--- config.mk ---
export PLATFORM = sky130hd
export DESIGN_NAME = memory_sequencer
export DESIGN_NICKNAME = d
export VERILOG_FILES = /design/src/rtl/memory_sequencer_pkg.sv /design/src/rtl/memory_sequencer_burst_counter.sv /design/src/rtl/memory_sequencer.sv
export SDC_FILE = /design/constraint.sdc
export NUM_CORES = 1
export LEC_CHECK = 0
export CAP_MARGIN = 20
export CORE_MARGIN = 4
export CORE_UTILIZATION = 40
export CTS_BUF_LIST = sky130_fd_sc_hd__clkbuf_2 sky130_fd_sc_hd__clkbuf_4 sky130_fd_sc_hd__clkbuf_8
export DETAILED_ROUTE_END_ITERATION = 7
export GPL_TIMING_DRIVEN = 0
export PLACE_DENSITY = 0.84
export SYNTH_ARGS = -nofsm -noshare
export SYNTH_HDL_FRONTEND = slang
export SYNTH_HIERARCHICAL = 1
export SYNTH_SLANG_ARGS = --single-unit
export TNS_END_PERCENT = 30
--- constraint.sdc ---
create_clock -name Clk -period 3 [get_ports Clk]
set_input_delay 0.6 -clock Clk [delete_from_list [all_inputs] [get_ports Clk]]
set_output_delay 0.6 -clock Clk [all_outputs]
set_load 0.02 [all_outputs]
--- src/rtl/memory_sequencer_pkg.sv ---
// memory_sequencer_pkg: shared state, op and strobe encodings for the burst memory sequencer
package memory_sequencer_pkg;
  typedef enum logic [2:0] {
    IDLE  = 3'd0,
    WRITE = 3'd1,
    READ  = 3'd2,
    DRAIN = 3'd3,
    DONE  = 3'd4
  } state_t;
  localparam logic OP_READ    = 1'b0;
  localparam logic OP_WRITE   = 1'b1;
  localparam logic STROBE_ON  = 1'b0;
  localparam logic STROBE_OFF = 1'b1;
endpackage

--- src/rtl/memory_sequencer_burst_counter.sv ---
// burst_counter: wrapping address register plus remaining-beat down-counter with last flag
module burst_counter #(
  parameter int AW = 7
) (
  input  logic          clk,
  input  logic          rst,
  input  logic          load,
  input  logic          step,
  input  logic [AW-1:0] base,
  input  logic [AW:0]   len,
  output logic [AW-1:0] addr,
  output logic          last
);
  logic [AW:0] remaining;
  always_ff @(posedge clk) begin
    if (rst) begin
      addr      <= '0;
      remaining <= '0;
    end else if (load) begin
      addr      <= base;
      remaining <= len;
    end else if (step) begin
      addr      <= addr + 1'b1;
      remaining <= remaining - 1'b1;
    end
  end
  assign last = remaining == (AW+1)'(1);
endmodule

--- src/rtl/memory_sequencer.sv ---
// memory_sequencer: burst master streaming host beats into or out of a single-port synchronous memory
module memory_sequencer
  import memory_sequencer_pkg::*;
#(
  parameter int BIT_DEPTH     = 8,
  parameter int ADDRESS_LINES = 7
) (
  input  logic                     Clk,
  input  logic                     Rst,
  input  logic                     Start,
  input  logic                     Op,
  input  logic [ADDRESS_LINES-1:0] Base,
  input  logic [ADDRESS_LINES:0]   Len,
  input  logic [BIT_DEPTH-1:0]     WData,
  input  logic                     WValid,
  output logic                     WReady,
  output logic [BIT_DEPTH-1:0]     RData,
  output logic                     RValid,
  output logic                     Busy,
  output logic                     Done,
  output logic                     CS,
  output logic                     RD,
  output logic                     WR,
  output logic [ADDRESS_LINES-1:0] Add,
  output logic [BIT_DEPTH-1:0]     Din,
  input  logic [BIT_DEPTH-1:0]     Dout
);
  state_t                   state, state_next;
  logic [ADDRESS_LINES-1:0] addr;
  logic                     last, load, wr_fire, rd_fire, rvalid;
  assign load    = state == IDLE && Start && Len != '0;
  assign wr_fire = state == WRITE && WValid;
  assign rd_fire = state == READ;
  burst_counter #(.AW(ADDRESS_LINES)) u_counter (
    .clk  (Clk),
    .rst  (Rst),
    .load (load),
    .step (wr_fire || rd_fire),
    .base (Base),
    .len  (Len),
    .addr (addr),
    .last (last)
  );
  always_ff @(posedge Clk) begin
    if (Rst) begin
      state  <= IDLE;
      rvalid <= 1'b0;
    end else begin
      state  <= state_next;
      rvalid <= rd_fire;
    end
  end
  always_comb begin
    state_next = state;
    unique case (state)
      IDLE:    state_next = !Start ? IDLE : Len == '0 ? DONE : Op == OP_WRITE ? WRITE : READ;
      WRITE:   state_next = wr_fire && last ? DONE : WRITE;
      READ:    state_next = last ? DRAIN : READ;
      DRAIN:   state_next = DONE;
      DONE:    state_next = IDLE;
      default: state_next = IDLE;
    endcase
  end
  assign CS     = wr_fire || rd_fire ? STROBE_ON : STROBE_OFF;
  assign WR     = wr_fire ? STROBE_ON : STROBE_OFF;
  assign RD     = rd_fire ? STROBE_ON : STROBE_OFF;
  assign Add    = wr_fire || rd_fire ? addr : '0;
  assign Din    = wr_fire ? WData : '0;
  assign WReady = state == WRITE;
  assign Busy   = state != IDLE;
  assign Done   = state == DONE;
  assign RValid = rvalid;
  assign RData  = Dout;
endmodule
# [After elaboration in Yosys (flattened, before gate mapping)]
# Cells that the tools add are included.
[totals] reg_bits=19 in_bits=36 elab_cells=36
[op_classes] add_sub_neg=2 n_eq_ne=5 muxes=15 n_reduce_logical=10
[ops] op="$mux 8" n=3
[ops] op="$mux 7" n=3
[ops] op="$pmux 3 s4" n=1
[ops] op="$mux 3" n=3
[ops] op="$eq 8x1->1 const B" n=1
[ops] op="$logic_not 8->1" n=1
[ops] op="$reduce_bool 8->1" n=1
[ops] op="$sub 8x1->8 const B" n=1
[ops] op="$add 7x1->7 const B" n=1
[ops] op="$eq 3x2->1 const B" n=2
[ops] op="$logic_and 1x1->1" n=4
[ops] op="$mux 1" n=4
[ops] op="$eq 3x1->1 const B" n=1
[ops] op="$eq 3x3->1 const B" n=1
[ops] op="$logic_not 3->1" n=1
[ops] op="$reduce_bool 3->1" n=1
[ops] op="$mux 2" n=1
[ops] op="$reduce_bool 2->1" n=1
[ops] op="$logic_or 1x1->1" n=1

# [Logic depth before layout (Yosys ltp)]
[logic_depth] ltp_word=5 mapped_depth=7

# [Modules after synthesis]
# Netlist, hierarchy kept.
[by_module_without_submodules] mod="burst_counter" instances=1 cells_per_inst=97 area_each_um2=820.8 seq_area_each_um2=300.3
[by_module_without_submodules] mod="memory_sequencer" instances=1 cells_per_inst=57 area_each_um2=420.4 seq_area_each_um2=80.1

# [Worst setup path after synthesis]
# Ideal clock, no wire load.
[synth_timing] kind="input port to flip-flop" startpoint="input WValid" endpoint="register u_counter.remaining[4]" setup_time_ns=0.091 arrival_time_ns=2.116 required_time_ns=2.909 slack_ns=0.793 path_stages=5 path_buffers=0 cell_sequence="nand3b_1 -> a21oi_1 -> nand2_1 -> or4_2 -> a311oi_1"
[synth_between] elab_chain_len=3
[synth_rtl] element="start, declared" line="memory_sequencer.sv:15" source="input logic WValid,"
[synth_rtl] element="$logic_and 1x1->1" line="memory_sequencer.sv:32" source="assign wr_fire = state == WRITE && WValid;"
[synth_rtl] element="$logic_or 1x1->1" line="memory_sequencer.sv:38" source=".step (wr_fire || rd_fire),"
[synth_rtl] element="$reduce_bool 2->1 (no line)"
[synth_rtl] element="end signal, assigned" line="memory_sequencer_burst_counter.sv:21" source="remaining <= len;"
[synth_rtl] element="end signal, assigned" line="memory_sequencer_burst_counter.sv:24" source="remaining <= remaining - 1'b1;"
[synth_rtl] element="end, declared" line="memory_sequencer_burst_counter.sv:14" source="logic [AW:0] remaining;"
# Every way passes these cells.
# A chain may end at the register's enable or synchronous reset.

# [Worst setup path in the final report]
[layout_timing] startpoint="input WValid" endpoint="output Add[1]"
[layout_between] elab_chain_len=3
[layout_rtl] element="$logic_and 1x1->1" line="memory_sequencer.sv:32"
[layout_rtl] element="$logic_or 1x1->1" line="memory_sequencer.sv:67" source="assign Add = wr_fire || rd_fire ? addr : '0;"
[layout_rtl] element="$mux 7" line="memory_sequencer.sv:67"
[layout_rtl] element="end, declared" line="memory_sequencer.sv:24" source="output logic [ADDRESS_LINES-1:0] Add,"
# Every way passes these cells.

==> impl_table.tex <==
\begin{tabular}{lr}
\hline
Metric & Value \\
\hline
\multicolumn{2}{l}{\textbf{Status}} \\
Outcome & completed \\
\multicolumn{2}{l}{\textbf{Timing}} \\
Pins over their slew limit & 0 \\
Pin slew with the least headroom to its limit & 0.5537 ns \\
Fin crit share & 0.9787 \\
Final setup violating endpoints & 0 \\
Unrepaired setup endpoints after global routing & false \\
Post-layout minimum cycle time & 2.936 ns \\
Achievable frequency & 340.6 MHz \\
Maximum clock skew at final layout & 0.001911 ns \\
Worst-case hold slack & 0.5221 ns \\
Final Hold Viols & 0 \\
Setup TNS Final & 0 ns \\
Max\_slew headroom & 0.6257 \\
\multicolumn{2}{l}{\textbf{Setup path}} \\
Startpoint types & input port \\
Req. time, crit path & 2.40 ns \\
Arrival time worst endpoint & 2.34 ns \\
Setup crit end kind & primary output \\
Count of cells along the worst register-to-register path & 5 \\
Kind of critical path & in2out \\
Critical-path maximum fanout & 13 \\
\multicolumn{2}{l}{\textbf{Floorplan}} \\
DIE HEIGHT & 63.71 um \\
Initial Utilization & 0.4351 \\
Core area & 0.002853 mm2 \\
Area of the die & 0.004058 mm2 \\
I/O pin count & 66 \\
Die X-Extent & 63.71 um \\
Site Rows & 19 \\
\multicolumn{2}{l}{\textbf{Yosys}} \\
Commonest register cell after synthesis & sky130\_fd\_sc\_hd\_\_dfxtp\_1 \\
Proportion of register bits with asynchronous set or reset after synthesis & 0 \\
Flip-flop and latch count after synthesis & 19 \\
Syn Area/Cell & 8.060 um2 \\
Syn Nets & 193 \\
Number of different library cells in the post-synthesis netlist & 45 \\
Ranking of synthesized cells by area & sky130\_fd\_sc\_hd\_\_dfxtp\_1, sky130\_fd\_sc\_hd\_\_and2\_1, sky130\_fd\_sc\_hd\_\_buf\_4 \\
Cell area after synthesis & 0.001241 mm2 \\
Total number of yosys warnings & 6 \\
Number of standard cells after synthesis & 154 \\
Largest area contributor in the netlist & sky130\_fd\_sc\_hd\_\_dfxtp\_1 \\
Number of synthesized flops with an enable pin & 0 \\
Register area share after synthesis & 0.3065 \\
Share of the synthesized area in the top cell type & 0.3065 \\
\multicolumn{2}{l}{\textbf{Placement}} \\
Detail Placement HPWL & 2.843 mm \\
Number of placed instances, taps included & 242 \\
Post-place instance area & 0.001851 mm2 \\
RD Place Congestion & 0.8729 \\
Number of buffer cells added on primary ports & 57 \\
\multicolumn{2}{l}{\textbf{CTS}} \\
Worst skew pair latency & 0.29 ns \\
Clock Sink Count & 19 \\
CTS tree & done \\
Hold\_buf cts & 0 \\
Buffer cell driving the clock tree root & sky130\_fd\_sc\_hd\_\_clkbuf\_4 \\
Longest Clk Path Bufs & 2 \\
Clock input transition at the sequential cells of the worst setup and hold paths & 0.10 ns \\
Number of buffers created by CTS & 3 \\
Number of H-tree branching levels & 1 \\
\multicolumn{2}{l}{\textbf{Drt}} \\
First DRT Iteration DRCs & 49 \\
Wire length on met2 & 1.727 mm \\
Number of nets with antenna violations after routing & 0 \\
Routed length on met1 & 1.563 mm \\
Wire length per cell & 14.60 um \\
Via total after detailed routing & 1384 \\
Met3 WL post-DR & 302 um \\
Top Metal Used & met4 \\
Post-route DRC violation count & 0 \\
DR pass1 iterations & 4 \\
Vias/cell & 5.581 \\
Post-detailed-routing wire length & 3.620 mm \\
\multicolumn{2}{l}{\textbf{Finish}} \\
Diodes inserted & 0 \\
Layout filler cell count & 240 \\
Layout area overhead & 55.95\% \\
Commonest cells after routing, fill and taps aside & sky130\_fd\_sc\_hd\_\_clkdlybuf4s50\_1, sky130\_fd\_sc\_hd\_\_dfxtp\_1, sky130\_fd\_sc\_hd\_\_and2\_1 \\
Final Instance Area & 0.001936 mm2 \\
Nets & 257 \\
Final non-filler cell total & 248 \\
Fraction of layout instances using a drive strength above 1 & 0.1060 \\
Most common cell after layout, fill and taps aside & sky130\_fd\_sc\_hd\_\_clkdlybuf4s50\_1 \\
\multicolumn{2}{l}{\textbf{GRT}} \\
Vias in the first global route & 1300 \\
Total routing resource utilization after global routing & 0.1755 \\
Wire length of the first global-routing pass & 5.733 mm \\
Pin count of the biggest net entering global routing & 14 \\
Antenna violations before repair & 0 \\
GR Overflow Total & 0 \\
\multicolumn{2}{l}{\textbf{Min path}} \\
Min-delay worst type & reg2reg \\
Hold-critical path depth & 2 \\
\multicolumn{2}{l}{\textbf{Power}} \\
Power Dens Cells & 400.9 mW/mm2 \\
Static leakage & 0.0007965 uW \\
Total power & 775.9 uW \\
Peak supply drop & 0.0002659 V \\
\multicolumn{2}{l}{\textbf{Job}} \\
Maximum capacitance violations & 0 \\
\hline
\end{tabular}
[synth_stat cells (all sizes together) (2+ instances only)]
| cell | n |
|---|---|
| a211oi | 5 |
| a21oi | 8 |
| a311oi | 2 |
| and2 | 16 |
| buf | 9 |
| clkbuf | 6 |
| dfxtp | 19 |
| ha | 3 |
| inv | 8 |
| nand2 | 12 |
| nand2b | 2 |
| nand3 | 3 |
| nand4 | 2 |
| nor2 | 13 |
| nor3b | 3 |
| nor4 | 3 |
| nor4b | 2 |
| o21ai | 3 |
| or3 | 4 |
| or4 | 5 |
| xor2 | 6 |
[flip-flops by register name (all words and copies together) (netlist names)]
register             flops
state                    3
u_counter/addr           7
u_counter/remaining      8
RValid                   1
[what timing repair did]
| item | 4_1_cts | 5_1_grt |
|---|---|---|
| setup endpoints to repair | 8 | 6 |
| pin swaps | 1 | 0 |
| hold endpoints to repair | 0 | 0 |
| setup buffers | 2 | 0 |
| resized for setup | 2 | 5 |
[per-stage QoR]
step,util,setup WS (ns)
global placement,0.6487,-0.3170
global route,0.6785,0.007702
finish,0.6785,0.06386
CTS,0.6728,0.04861
floorplan,-,0.7931
detailed placement,0.6487,-0.4161
[report_power, final]
group          leakage (uW)  total [uW]  internal (uW)  switching, uW
sequential         0.000157         322            284           38.0
combinational      0.000621         316            165            151
clock             0.0000184         138           60.8           76.8
total              0.000797         776            510            266
[layout make-up]
class / instances / area (um2) / share of cell area
repair buffers: 59 / 608.1 / 0.3142
multi-input cells: 112 / 760.7 / 0.3930
clock buffers: 4 / 30.03 / 0.01551
well taps: 31 / 38.79 / 0.02004
inverters: 8 / 30.03 / 0.01551
plain buffers: 15 / 87.58 / 0.04525
flip-flops and latches: 19 / 380.4 / 0.1965
[logic make-up (layout without fill, tap and decap cells)]
logic type / count (synthesis) / in the layout / share of synthesized area
XOR/XNOR: 7 / 7 / 0.04940
AND/OR/NAND/NOR: 69 / 69 / 0.3246
AO/OA/AOI/OAI: 32 / 32 / 0.1855
flip-flops: 19 / 19 / 0.3064
adder cells (fa/ha/maj): 3 / 3 / 0.03025
buffers and inverters: 23 / 86 / 0.09476
multiplexers: 1 / 1 / 0.009072
[worst max-delay path, stage by stage]
cell,delay (ns)
sky130_fd_sc_hd__clkdlybuf4s50_1,0.54
sky130_fd_sc_hd__nand3b_1,0.15
sky130_fd_sc_hd__a21oi_4,0.19
sky130_fd_sc_hd__buf_12,0.14
sky130_fd_sc_hd__and2_1,0.12
sky130_fd_sc_hd__clkdlybuf4s50_1,0.60
[per-layer routing]
layer	global-route usage	vias to the layer above
met4	0.05121	0
li1	-	672
met1	0.2124	638
met5	0	-
met2	0.3038	72
met3	0.04618	2
[final timing paths]
| kind | start | to | slack [ns] |
|---|---|---|---|
| setup / recovery | WValid | Add[1] | 0.06 |
| hold / removal | u_counter/addr[6]$_SDFFE_PP0P_ | u_counter/addr[6]$_SDFFE_PP0P_ | 0.52 |
| setup reg to reg | u_counter/remaining[2]$_SDFFE_PP0P_ | state[0]$_SDFF_PP0_ | 0.73 |
| hold reg to reg | u_counter/addr[6]$_SDFFE_PP0P_ | u_counter/addr[6]$_SDFFE_PP0P_ | 0.52 |
Note: power is estimated with default switching activity, not from simulation.
